**config.mk**
```make
export PLATFORM = sky130hd
export DESIGN_NAME = button_debouncer_flat
export DESIGN_NICKNAME = d
export VERILOG_FILES = /design/src/rtl/button_debouncer_if.sv /design/src/rtl/button_debouncer.sv /design/src/flat_wrapper.sv
export SDC_FILE = /design/constraint.sdc
export NUM_CORES = 1
export LEC_CHECK = 0
export ABC_CLOCK_PERIOD_IN_PS = 3550
export CELL_PAD_IN_SITES_DETAIL_PLACEMENT = 0
export CELL_PAD_IN_SITES_GLOBAL_PLACEMENT = 1
export CORE_MARGIN = 4
export CORE_UTILIZATION = 50
export DETAILED_ROUTE_END_ITERATION = 8
export PLACE_DENSITY_LB_ADDON = 0.05
export SYNTH_ARGS = -nofsm -noshare
export SYNTH_HDL_FRONTEND = slang
export SYNTH_SLANG_ARGS = --single-unit
```
**constraint.sdc**
```tcl
create_clock -name clock -period 3.55 [get_ports clock]
set_input_delay 1.065 -clock clock [delete_from_list [all_inputs] [get_ports clock]]
set_output_delay 1.065 -clock clock [all_outputs]
set_load 0.005 [all_outputs]
```
**src/rtl/button_debouncer_if.sv**
```systemverilog
// Bundles the raw button pins and the conditioned per-channel outputs of button_debouncer.
// master drives the raw pins; slave (the debouncer) drives the conditioned outputs.
interface button_debouncer_if #(
  parameter int NUM_INPUTS = 2
);
  logic [NUM_INPUTS-1:0] button_raw;
  logic [NUM_INPUTS-1:0] level;
  logic [NUM_INPUTS-1:0] rise;
  logic [NUM_INPUTS-1:0] fall;
  logic [NUM_INPUTS-1:0] long_press;

  modport master (output button_raw, input level, rise, fall, long_press);
  modport slave  (input button_raw, output level, rise, fall, long_press);
endinterface

```
**src/rtl/button_debouncer.sv**
```systemverilog
// Multi-channel push-button conditioner: synchroniser, bounce filter, level and rise/fall pulses.
// Optional long-press detection is compiled in with `define BUTTON_DEBOUNCER_LONG_PRESS_EN.
module button_debouncer #(
  parameter int                    NUM_INPUTS        = 2,
  parameter int                    SYNC_STAGES       = 2,
  parameter int                    DEBOUNCE_CYCLES   = 500000,
  parameter logic [NUM_INPUTS-1:0] INVERT            = '0,
  parameter int                    LONG_PRESS_CYCLES = 50000000
) (
  input logic           clock,
  input logic           reset,
  button_debouncer_if.slave bus
);

  localparam int             CNT_W    = $clog2(DEBOUNCE_CYCLES + 1);
  localparam logic [CNT_W-1:0] CNT_LAST = CNT_W'(DEBOUNCE_CYCLES - 1);

  typedef enum logic {
    STABLE   = 1'b0,
    COUNTING = 1'b1
  } state_t;

  if (SYNC_STAGES < 2 || SYNC_STAGES > 4 || DEBOUNCE_CYCLES < 2 || LONG_PRESS_CYCLES < 1) begin : g_bad_params
    $error("button_debouncer: parameter out of legal range");
  end

  logic [NUM_INPUTS-1:0] sync_p [SYNC_STAGES];
  logic [NUM_INPUTS-1:0] sync_s;
  logic [NUM_INPUTS-1:0] level_q;
  logic [NUM_INPUTS-1:0] rise_q;
  logic [NUM_INPUTS-1:0] fall_q;
  logic [NUM_INPUTS-1:0] long_q;

  // ---- synchroniser stages: inversion applied before the first flop ----
  always_ff @(posedge clock or negedge reset) begin
    if (!reset) begin
      for (int k = 0; k < SYNC_STAGES; k++) sync_p[k] <= '0;
    end else begin
      sync_p[0] <= bus.button_raw ^ INVERT;
      for (int k = 1; k < SYNC_STAGES; k++) sync_p[k] <= sync_p[k-1];
    end
  end

  assign sync_s = sync_p[SYNC_STAGES-1];

  // ---- per-channel stability filter and edge pulses ----
  for (genvar i = 0; i < NUM_INPUTS; i++) begin : g_ch
    state_t           state_q, state_d;
    logic [CNT_W-1:0] cnt_q, cnt_d;
    logic             lvl_q, lvl_d;
    logic             rise_r, rise_d;
    logic             fall_r, fall_d;

    always_ff @(posedge clock or negedge reset) begin
      if (!reset) begin
        state_q <= STABLE;
        cnt_q   <= '0;
        lvl_q   <= 1'b0;
        rise_r  <= 1'b0;
        fall_r  <= 1'b0;
      end else begin
        state_q <= state_d;
        cnt_q   <= cnt_d;
        lvl_q   <= lvl_d;
        rise_r  <= rise_d;
        fall_r  <= fall_d;
      end
    end

    always_comb begin
      state_d = state_q;
      cnt_d   = cnt_q;
      lvl_d   = lvl_q;
      rise_d  = 1'b0;
      fall_d  = 1'b0;
      case (state_q)
        STABLE: begin
          if (sync_s[i] != lvl_q) begin
            state_d = COUNTING;
            cnt_d   = CNT_W'(1);
          end else begin
            cnt_d = '0;
          end
        end
        COUNTING: begin
          // Any return to the current level is treated as bounce and restarts the wait.
          if (sync_s[i] == lvl_q) begin
            state_d = STABLE;
            cnt_d   = '0;
          end else if (cnt_q == CNT_LAST) begin
            lvl_d   = sync_s[i];
            rise_d  = sync_s[i];
            fall_d  = ~sync_s[i];
            state_d = STABLE;
            cnt_d   = '0;
          end else begin
            cnt_d = cnt_q + CNT_W'(1);
          end
        end
        default: begin
          state_d = STABLE;
          cnt_d   = '0;
        end
      endcase
    end

    assign level_q[i] = lvl_q;
    assign rise_q[i]  = rise_r;
    assign fall_q[i]  = fall_r;

`ifdef BUTTON_DEBOUNCER_LONG_PRESS_EN
    localparam int              HOLD_W    = $clog2(LONG_PRESS_CYCLES + 1);
    localparam logic [HOLD_W-1:0] HOLD_MAX  = HOLD_W'(LONG_PRESS_CYCLES);
    localparam logic [HOLD_W-1:0] HOLD_LAST = HOLD_W'(LONG_PRESS_CYCLES - 1);

    logic [HOLD_W-1:0] hold_q;
    logic              long_r;

    // Saturation at HOLD_MAX is what limits the pulse to once per press.
    always_ff @(posedge clock or negedge reset) begin
      if (!reset) begin
        hold_q <= '0;
        long_r <= 1'b0;
      end else begin
        long_r <= 1'b0;
        if (!lvl_q) begin
          hold_q <= '0;
        end else if (hold_q != HOLD_MAX) begin
          hold_q <= hold_q + HOLD_W'(1);
          long_r <= (hold_q == HOLD_LAST);
        end
      end
    end

    assign long_q[i] = long_r;
`else
    assign long_q[i] = 1'b0;
`endif
  end

  assign bus.level      = level_q;
  assign bus.rise       = rise_q;
  assign bus.fall       = fall_q;
  assign bus.long_press = long_q;

endmodule

```
**src/flat_wrapper.sv**
```systemverilog
// flat-port wrapper written by rule: the top's interface ports become plain ports
module button_debouncer_flat 
#(
  parameter int                    NUM_INPUTS        = 2,
  parameter int                    SYNC_STAGES       = 2,
  parameter int                    DEBOUNCE_CYCLES   = 500000,
  parameter logic [NUM_INPUTS-1:0] INVERT            = '0,
  parameter int                    LONG_PRESS_CYCLES = 50000000
)
  (clock, reset, bus_button_raw, bus_level, bus_rise, bus_fall, bus_long_press);
  button_debouncer_if #(.NUM_INPUTS(NUM_INPUTS)) bus_i ();
  input logic clock;
  input logic reset;
  input wire logic [$bits(bus_i.button_raw)-1:0] bus_button_raw;
  output wire logic [$bits(bus_i.level)-1:0] bus_level;
  output wire logic [$bits(bus_i.rise)-1:0] bus_rise;
  output wire logic [$bits(bus_i.fall)-1:0] bus_fall;
  output wire logic [$bits(bus_i.long_press)-1:0] bus_long_press;
  assign bus_i.button_raw = bus_button_raw;
  assign bus_level = bus_i.level;
  assign bus_rise = bus_i.rise;
  assign bus_fall = bus_i.fall;
  assign bus_long_press = bus_i.long_press;
  button_debouncer #(.NUM_INPUTS(NUM_INPUTS), .SYNC_STAGES(SYNC_STAGES), .DEBOUNCE_CYCLES(DEBOUNCE_CYCLES), .INVERT(INVERT), .LONG_PRESS_CYCLES(LONG_PRESS_CYCLES)) u_core (.clock(clock), .reset(reset), .bus(bus_i));
endmodule
```
[Word-level counts from Yosys, hierarchy flattened]
Cells that the tools add are included.
Widths: inputs -> output; s select.
Operators by class
  div/mod/pow operators: 0
  shifts and indexed selects: 0
  $mul: 0
  bitwise logic cells: 6
  magnitude comparators: 0
  reductions and logical operators: 2
  $add $sub $neg: 2
  eq/ne operators: 6
  mux-type cells: 28
Operators with widths (count)
  $mux 19: 4
  $pmux 19 s2: 2
  $add 19x1->19 const B: 2
  $eq 19x19->1 const B: 2
  $mux 1: 20
  $not 1->1: 6
  $reduce_and 3->1: 2
  $pmux 1 s2: 2
  $eq 1x1->1: 2
  $ne 1x1->1: 2
Storage, ports and cells
  memories: 0
  bits of input ports: 4
  register bits after elaboration: 50
  word-level logic and storage cells: 56
  output and inout port bits: 8
  ROM bits: 0
  latch bits: 0
  bits in writable memories: 0

[Longest topological paths before layout]
Gate-level depths: netlist (run 1).
  word-level depth: 4
  mapped depth: 6
  depth with buffers taken out: 5

[Worst setup path after synthesis (run 1)]
OpenSTA, ideal clock, no wires.
  kind: reg-to-reg
  start point: reg u_core.g_ch[1].cnt_q[0]
  end point: reg u_core.g_ch[1].cnt_q[18]
  cell stages (with the launch flop): 6
  arrival time: 1.783 ns
  path slack: 1.689 ns
  library setup time: 0.078 ns
  period minus slack after synthesis: 1.861 ns
  path buffers: 0
  cell sequence: dfrtp_1 -> ha_1 -> nand4_1 -> or4_1 -> or3_1 -> a21oi_1
Between the ends
  longest elaborated chain between the ends: 4
  elaborated cells between the ends (all ways): 5
  those cells by class: 1 x add/sub; 1 x eq/ne; 3 x mux
RTL lines
  from (decl): line button_debouncer.sv:49  | logic [CNT_W-1:0] cnt_q, cnt_d;
  from (signal assigned): line button_debouncer.sv:63  | cnt_q <= cnt_d;
  $add 19x1->19 / $eq 19x19->1 (equally long branches): line button_debouncer.sv:97, button_debouncer.sv:90
  $mux 19 *: line button_debouncer.sv:90  | end else if (cnt_q == CNT_LAST) begin
  $mux 19 *: line button_debouncer.sv:87  | if (sync_s[i] == lvl_q) begin
  $pmux 19 s2 *: line button_debouncer.sv:76  | case (state_q)
  named net u_core.g_ch[1].cnt_d[18]: line button_debouncer.sv:49
The timed path passes the listed nets; every way through them passes the cells marked *.
A chain may end at the register's enable or synchronous reset.

[Worst setup path after layout (run 1)]
  start point: reg u_core.g_ch[0].lvl_q
  end point: out bus_level[0]
RTL lines
  from (decl): line button_debouncer.sv:50  | logic lvl_q, lvl_d;
  from (signal assigned): line button_debouncer.sv:64  | lvl_q <= lvl_d;
  to (decl): line flat_wrapper.sv:15  | output wire logic [$bits(bus_i.level)-1:0] bus_level;
No word-level cell between the ends.

==> key figures, run 1 <==
Timing
  • Total negative slack: 0 ns
  • Worst-margin pin slew: 0.764 ns
  • Min cycle time layout: 2.28 ns
  • Max Slew Vio Count: 0
  • Setup violations, final: 0
  • Fmax: 439 MHz
  • Final Hold Fails: 0
  • Final worst-path cycle share: 64.2%
  • Rel. slew slack: 48.9%
  • RSZ-0062 raised after global routing: false
  • Clock Skews: 0.0113 ns

Detailed routing
  • Detailed-router iteration count before antenna repair: 4
  • Iteration-0 DRC Markers: 123
  • WL/cell: 15.1 um
  • DRT antenna net count: 0
  • Vias: 1,641
  • DRC Markers: 0
  • Final WL: 4.40 mm
  • Vias per inst: 5.64

Cells and area
  • Fillcell total: 378
  • Final instance area: 0.00253 mm^2
  • Multi-input gate area: 1000 um^2
  • Number of diodes: 0
  • P&R area growth vs syn: 6.77%
  • Layout cells sized above 1: 6.28%
  • Register area: 0.00125 mm^2
  • Layout Nets: 245

Hold path
  • Hold Path End: u_core.sync_s[0]$_DFF_PN0_
  • Hold Path Class: reg -> reg
  • Hold Crit Start: u_core.sync_p[2]$_DFF_PN0_
  • Worst hold path depth: 0

GRT
  • Antenna violations before repair: 0
  • Vias in the first global route: 1,696
  • First-pass GRT wire length: 7.67 mm
  • GRT Overall Usage: 16.2%
  • Largest net degree at the start of global routing: 51
  • Grt total ovfl: 0

Synth
  • Post-synth top area share: 52.9%
  • Synth warnings: 0
  • Most common cell in the synthesized netlist: dfrtp_1
  • Post-synthesis sequential area ratio: 52.9%
  • Ys flop type: dfrtp_1
  • Yosys cell types: 32
  • Synth area leaders: dfrtp_1 (53%), xnor2_1 (7.0%), nor2_1 (4.8%)
  • Netlist Area Pre-Place: 0.00237 mm^2
  • Syn Inst Count: 236
  • FFs w/ async S/R, synth: 100%
  • Area leader, netlist: dfrtp_1
  • Synth cell count leaders: dfrtp_1 (50), nor2_1 (30), xnor2_1 (19)
  • Post-synth EDFFs: 0
  • Synth Area per Inst: 10.0 um^2
  • Yosys reg bits: 50

Clock tree
  • TritonCTS clock tree: built
  • Worst-skew pair later-pin latency: 0.30 ns
  • Clock transition at the registers of the reported paths: 0.08 ns
  • Sink Count: 50
  • Cts repair resizes: 0
  • Total CTS buffers: 5
  • Setup repair bufs after CTS: 0
  • H-tree Lvls: 2
  • Root Driver: clkbuf_8
  • Hold_buf cts: 0
  • Deepest clock path buffer count: 2

Setup path
  • Crit path max-delay cell type: clkdlybuf4s50_1
  • Max FO, Critical Path: 3
  • Crit path DAT: 1.21 ns
  • Reg2Reg Depth: 6
  • CP endpoint kind: primary output
  • R2R Setup Slk: 1.37 ns
  • Worst r2r dst: u_core.g_ch[1].cnt_q[0]$_DFF_PN0_
  • CP required: 2.48 ns
  • Buffers plus inverters on the worst setup path: 1
  • WS Path Type: reg -> out
  • Crit path cell chain: clkdlybuf4s50_1
  • CP top delay family: buffers and inverters
  • Startpoint types: flop
  • Reg2reg start: u_core.g_ch[1].cnt_q[0]$_DFF_PN0_
  • Max incr delay on CP: 0.53 ns

Floorplanning
  • Die Ht: 76.8 um
  • DIE WIDTH: 76.8 um
  • Die area: 0.00590 mm^2
  • Core region area: 0.00447 mm^2
  • Initial Utilization: 52.9%
  • I/O pin count: 12
  • Std cell rows: 24

Placement
  • Post-DP HPWL: 3.15 mm
  • Port-buffer cells: 9
  • Routability Congestion: 0.939
  • Dpl cell area: 0.00245 mm^2

Outcome
  • Outcome: completed

Power
  • Peak supply drop: 0.163 mV
  • Leak: 0.952 nW
  • Power per Cell Area: 377 mW/mm^2
  • Final Total Pwr: 952 uW

Run
  • Total of max-cap violations: 0
## final cells by class
class	instances	share of cell area, %
Tap cell	52	2.58
Multi-Input combinational cell	164	39.6
Sequential cell	50	49.5
Clock buffer	6	2.87
Inverter	6	0.892
Clock inverter	1	0.297
Timing Repair Buffer	12	4.26
## where the power goes
group	switching [mW]	internal, mW
clock network	0.176	0.135
logic	0.0328	0.0160
registers	0.0113	0.581
## worst register-to-register path: stages (launching register included)
cell and delay, ns:
dfrtp_1 0.41, ha_1 0.25, and4_1 0.25, nand3_1 0.12, o21bai_1 0.64, buf_4 0.29
o22ai_1 0.09
## logic make-up after synthesis
family	count (synthesis)	synth area share, %
xor gates and xnor gates	27	9.99
muxes	2	0.952
AOI/OAI and AO/OA	24	5.61
and+or+nand+nor	107	24.3
DFF	50	52.9
other	1	0.158
buffers and inverters	23	5.02
adders and majority gates	2	1.06
## layer usage
metal	vias up	wire, um	track usage [%]
li1	818	-	-
met3	10	138	3.51
met2	36	2250	28.2
met1	777	1920	18.7
met5	-	0	0
met4	0	89	8.15
## cell usage in the layout, fill, tap and decap left out, types with 3 or more instances in the layout
cell type        count
nand2_1             11
or4_1                6
inv_1                6
nor3_1               6
nand3_1             16
xor2_1               8
nor4_1               5
nor2_1              30
nand4_1             10
o21ai_0              8
xnor2_1             19
o31ai_1              3
clkbuf_8             5
a21oi_1              9
buf_4                3
dfrtp_1             50
clkdlybuf4s50_1      8
nor4b_1              4
or3_1                6
## worst max path at each step
stage,startpoint,to,slack [ns],depth (start not counted)
final,u_core.g_ch[0].lvl_q$_DFFE_PN0P_,bus_level[0],1.27,1
after global routing,u_core.g_ch[1].cnt_q[0]$_DFF_PN0_,u_core.g_ch[1].cnt_q[0]$_DFF_PN0_,1.17,6
after CTS,u_core.g_ch[0].lvl_q$_DFFE_PN0P_,bus_level[0],1.24,1
after detailed placement,u_core.g_ch[1].cnt_q[0]$_DFF_PN0_,u_core.g_ch[1].cnt_q[0]$_DFF_PN0_,1.38,6
after global placement,u_core.g_ch[0].cnt_q[0]$_DFF_PN0_,u_core.g_ch[0].cnt_q[0]$_DFF_PN0_,1.44,6
after floorplan,u_core.g_ch[1].cnt_q[0]$_DFF_PN0_,u_core.g_ch[1].cnt_q[18]$_DFF_PN0_,1.69,5
## sequential cells by signal, indices dropped and copies added (netlist names)
| register | count |
|---|---|
| u_core.g_ch.cnt_q | 38 |
| u_core.g_ch.fall_r | 2 |
| u_core.g_ch.lvl_q | 2 |
| u_core.g_ch.rise_r | 2 |
| u_core.g_ch.state_q | 2 |
| u_core.sync_p | 2 |
| u_core.sync_s | 2 |
## through the flow
stage | hold slack (ns) | utilization (%) | worst slack (ns) | cells
floorplan | 0.331 | - | 1.69 | 237
global placement | 0.334 | 54.7 | 1.44 | 284
detailed placement | 0.345 | 54.7 | 1.38 | 284
CTS | 0.365 | 56.5 | 1.24 | 291
global route | 0.382 | 56.5 | 1.17 | 291
finish | 0.362 | 56.5 | 1.27 | 291
Note: power is estimated with default switching activity, not from simulation.
==> run 2, diff against run 1 <==
--- a/config.mk
+++ b/config.mk
@@ -5,11 +5,11 @@
 export SDC_FILE = /design/constraint.sdc
 export NUM_CORES = 1
 export LEC_CHECK = 0
-export ABC_CLOCK_PERIOD_IN_PS = 3550
+export ABC_CLOCK_PERIOD_IN_PS = 2000
 export CELL_PAD_IN_SITES_DETAIL_PLACEMENT = 0
 export CELL_PAD_IN_SITES_GLOBAL_PLACEMENT = 1
 export CORE_MARGIN = 4
-export CORE_UTILIZATION = 50
+export CORE_UTILIZATION = 42
 export DETAILED_ROUTE_END_ITERATION = 8
 export PLACE_DENSITY_LB_ADDON = 0.05
 export SYNTH_ARGS = -nofsm -noshare
==> constraint.sdc (replaced) <==
create_clock -name clock -period 2 [get_ports clock]
set_input_delay 0.6 -clock clock [delete_from_list [all_inputs] [get_ports clock]]
set_output_delay 0.6 -clock clock [all_outputs]
set_load 0.005 [all_outputs]
==> run 2 against run 1 <==
Sequential share of layout area down 3.3 points. Largest power group unchanged. Global-route usage down 2.5 points. Largest cell class unchanged. Critical path depth up 4. Non-clock buffer count up 12.
==> key figures, run 2 (synthesis gave the netlist of run 1 again) <==
Floorplanning
  • Die Ht: 83.1 um
  • Core region area: 0.00547 mm^2
  • Die area: 0.00690 mm^2
  • I/O pin count: 12
  • Initial Utilization: 43.2%
  • Std cell rows: 27
  • DIE WIDTH: 83.1 um

Cells and area
  • Max reg flops: 38
  • Most flop-heavy register: u_core.g_ch.cnt_q
  • Highest-count cells in the layout ignoring fill and taps: dfrtp_1 (50), nor2_1 (30), xnor2_1 (19)
  • Register area: 0.00125 mm^2
  • Most common cell after layout, fill and taps aside: dfrtp_1
  • Layout Nets: 257
  • P&R area growth vs syn: 14.3%
  • Multi-input gate area: 0.00102 mm^2
  • Number of diodes: 0
  • Layout cells sized above 1: 13.5%
  • Fillcell total: 521

GRT
  • GRT Overall Usage: 13.7%
  • First-pass GRT wire length: 7.79 mm
  • Grt total ovfl: 0
  • Largest net degree at the start of global routing: 51
  • Vias in the first global route: 1,728
  • Antenna violations before repair: 0

Power
  • Peak supply drop: 0.336 mV
  • Final Total Pwr: 1.87 mW
  • Leak: 1.04 nW
  • Power per Cell Area: 690 mW/mm^2

Timing
  • Max Slew Vio Count: 0
  • Fmax: 527 MHz
  • Min cycle time layout: 1.90 ns
  • Total negative slack: 0 ns
  • Final Hold Fails: 0
  • Final worst-path cycle share: 94.9%
  • RSZ-0062 raised after global routing: false
  • Setup violations, final: 0
  • Clock Skews: 0.00308 ns

Clock tree
  • Worst-skew pair later-pin latency: 0.29 ns
  • Total CTS buffers: 5
  • TritonCTS clock tree: built
  • Sink Count: 50
  • Hold_buf cts: 0
  • Root Driver: clkbuf_8
  • Clock transition at the registers of the reported paths: 0.09 ns
  • H-tree Lvls: 2
  • Deepest clock path buffer count: 2

Setup path
  • CP top delay family: simple AND/OR/NAND/NOR gates
  • CP required: 2.22 ns
  • Reg2Reg Depth: 5
  • CP endpoint kind: flop
  • Worst setup startpoint: u_core.g_ch[1].cnt_q[1]$_DFF_PN0_
  • Crit path cell chain: ha_2 -> nand4_1 -> or4_4 -> or3_1 -> a21oi_1
  • Crit path max-delay cell type: or4_4
  • Worst r2r dst: u_core.g_ch[1].cnt_q[18]$_DFF_PN0_
  • R2R Setup Slk: 0.10 ns
  • Crit path DAT: 2.12 ns
  • WS Path Type: reg -> reg
  • Buffers plus inverters on the worst setup path: 0
  • Max FO, Critical Path: 4
  • Startpoint types: flop
  • Max incr delay on CP: 0.57 ns
  • Reg2reg start: u_core.g_ch[1].cnt_q[1]$_DFF_PN0_

Outcome
  • Outcome: completed

Placement
  • Post-DP HPWL: 3.22 mm
  • Routability Congestion: 0.832
  • Port-buffer cells: 9

Run
  • Total of max-cap violations: 0

Detailed routing
  • Met3 wire length: 85 um
  • Highest metal used: met4
  • Vias: 1,729
  • DRT antenna net count: 0
  • Metal2 WL: 2.40 mm
  • Detailed-router iteration count before antenna repair: 4
  • Iteration-0 DRC Markers: 56
  • WL/cell: 14.1 um
  • Final WL: 4.57 mm
  • Metal1 wirelength: 2.01 mm
  • DRC Markers: 0
  • Vias per inst: 5.34

Hold path
  • Hold Path Class: in -> async
run 2: worst reg2reg max path, stage by stage (launching register included):
cell     delay (ns)
dfrtp_1        0.38
ha_2           0.22
nand4_1        0.14
or4_4          0.57
or3_1          0.35
a21oi_1        0.16
run 2: layout make-up:
type,instances,area share [%]
Clock buffer,5,2.55
Multi-Input combinational cell,164,37.6
Sequential cell,50,46.3
Tap cell,72,3.33
Timing Repair Buffer,24,7.77
Clock inverter,3,1.62
Inverter,6,0.833
run 2: power by group:
group | internal (mW) | switching [mW] | total, mW | leakage (nW)
logic | 0.0394 | 0.0627 | 0.102 | 0.299
registers | 1.03 | 0.0178 | 1.05 | 0.681
clock network | 0.375 | 0.339 | 0.714 | 0.0585
run 2: what timing repair did:
action | CTS | global route
resized for setup | 0 | 5
endpoints found under the setup margin | 0 | 3
buffers inserted | 0 | 1
run 2: metrics by stage:
step           instance area (um^2)  instances  hold slack [ns]  util [%]  setup slack (ns)
2_1_floorplan                  2370        237            0.304         -             0.139
3_3_place_gp                   2570        315            0.333      46.9             0.101
3_5_place_dp                   2570        315            0.337      46.9            0.0403
4_1_cts                        2680        323            0.282      48.9            0.0174
5_1_grt                        2700        324            0.293      49.4           0.00532
6_report                       2700        324            0.265      49.4             0.101
run 2: layer usage:
layer / global-route usage [%] / vias up
met5: 0 / -
met4: 5.94 / 0
met3: 3.17 / 6
met2: 24.3 / 19
met1: 15.5 / 861
li1: - / 843
run 2: how the worst max path moves through the flow:
stage,end,cells past startpoint,slack [ns]
2_1_floorplan,u_core.g_ch[1].cnt_q[18]$_DFF_PN0_,5,0.14
6_report,u_core.g_ch[1].cnt_q[18]$_DFF_PN0_,5,0.10
3_5_place_dp,u_core.g_ch[1].cnt_q[18]$_DFF_PN0_,5,0.04
5_1_grt,u_core.g_ch[0].lvl_q$_DFFE_PN0P_,5,0.005
3_3_place_gp,u_core.g_ch[1].cnt_q[17]$_DFF_PN0_,4,0.10
4_1_cts,u_core.g_ch[1].cnt_q[18]$_DFF_PN0_,5,0.02
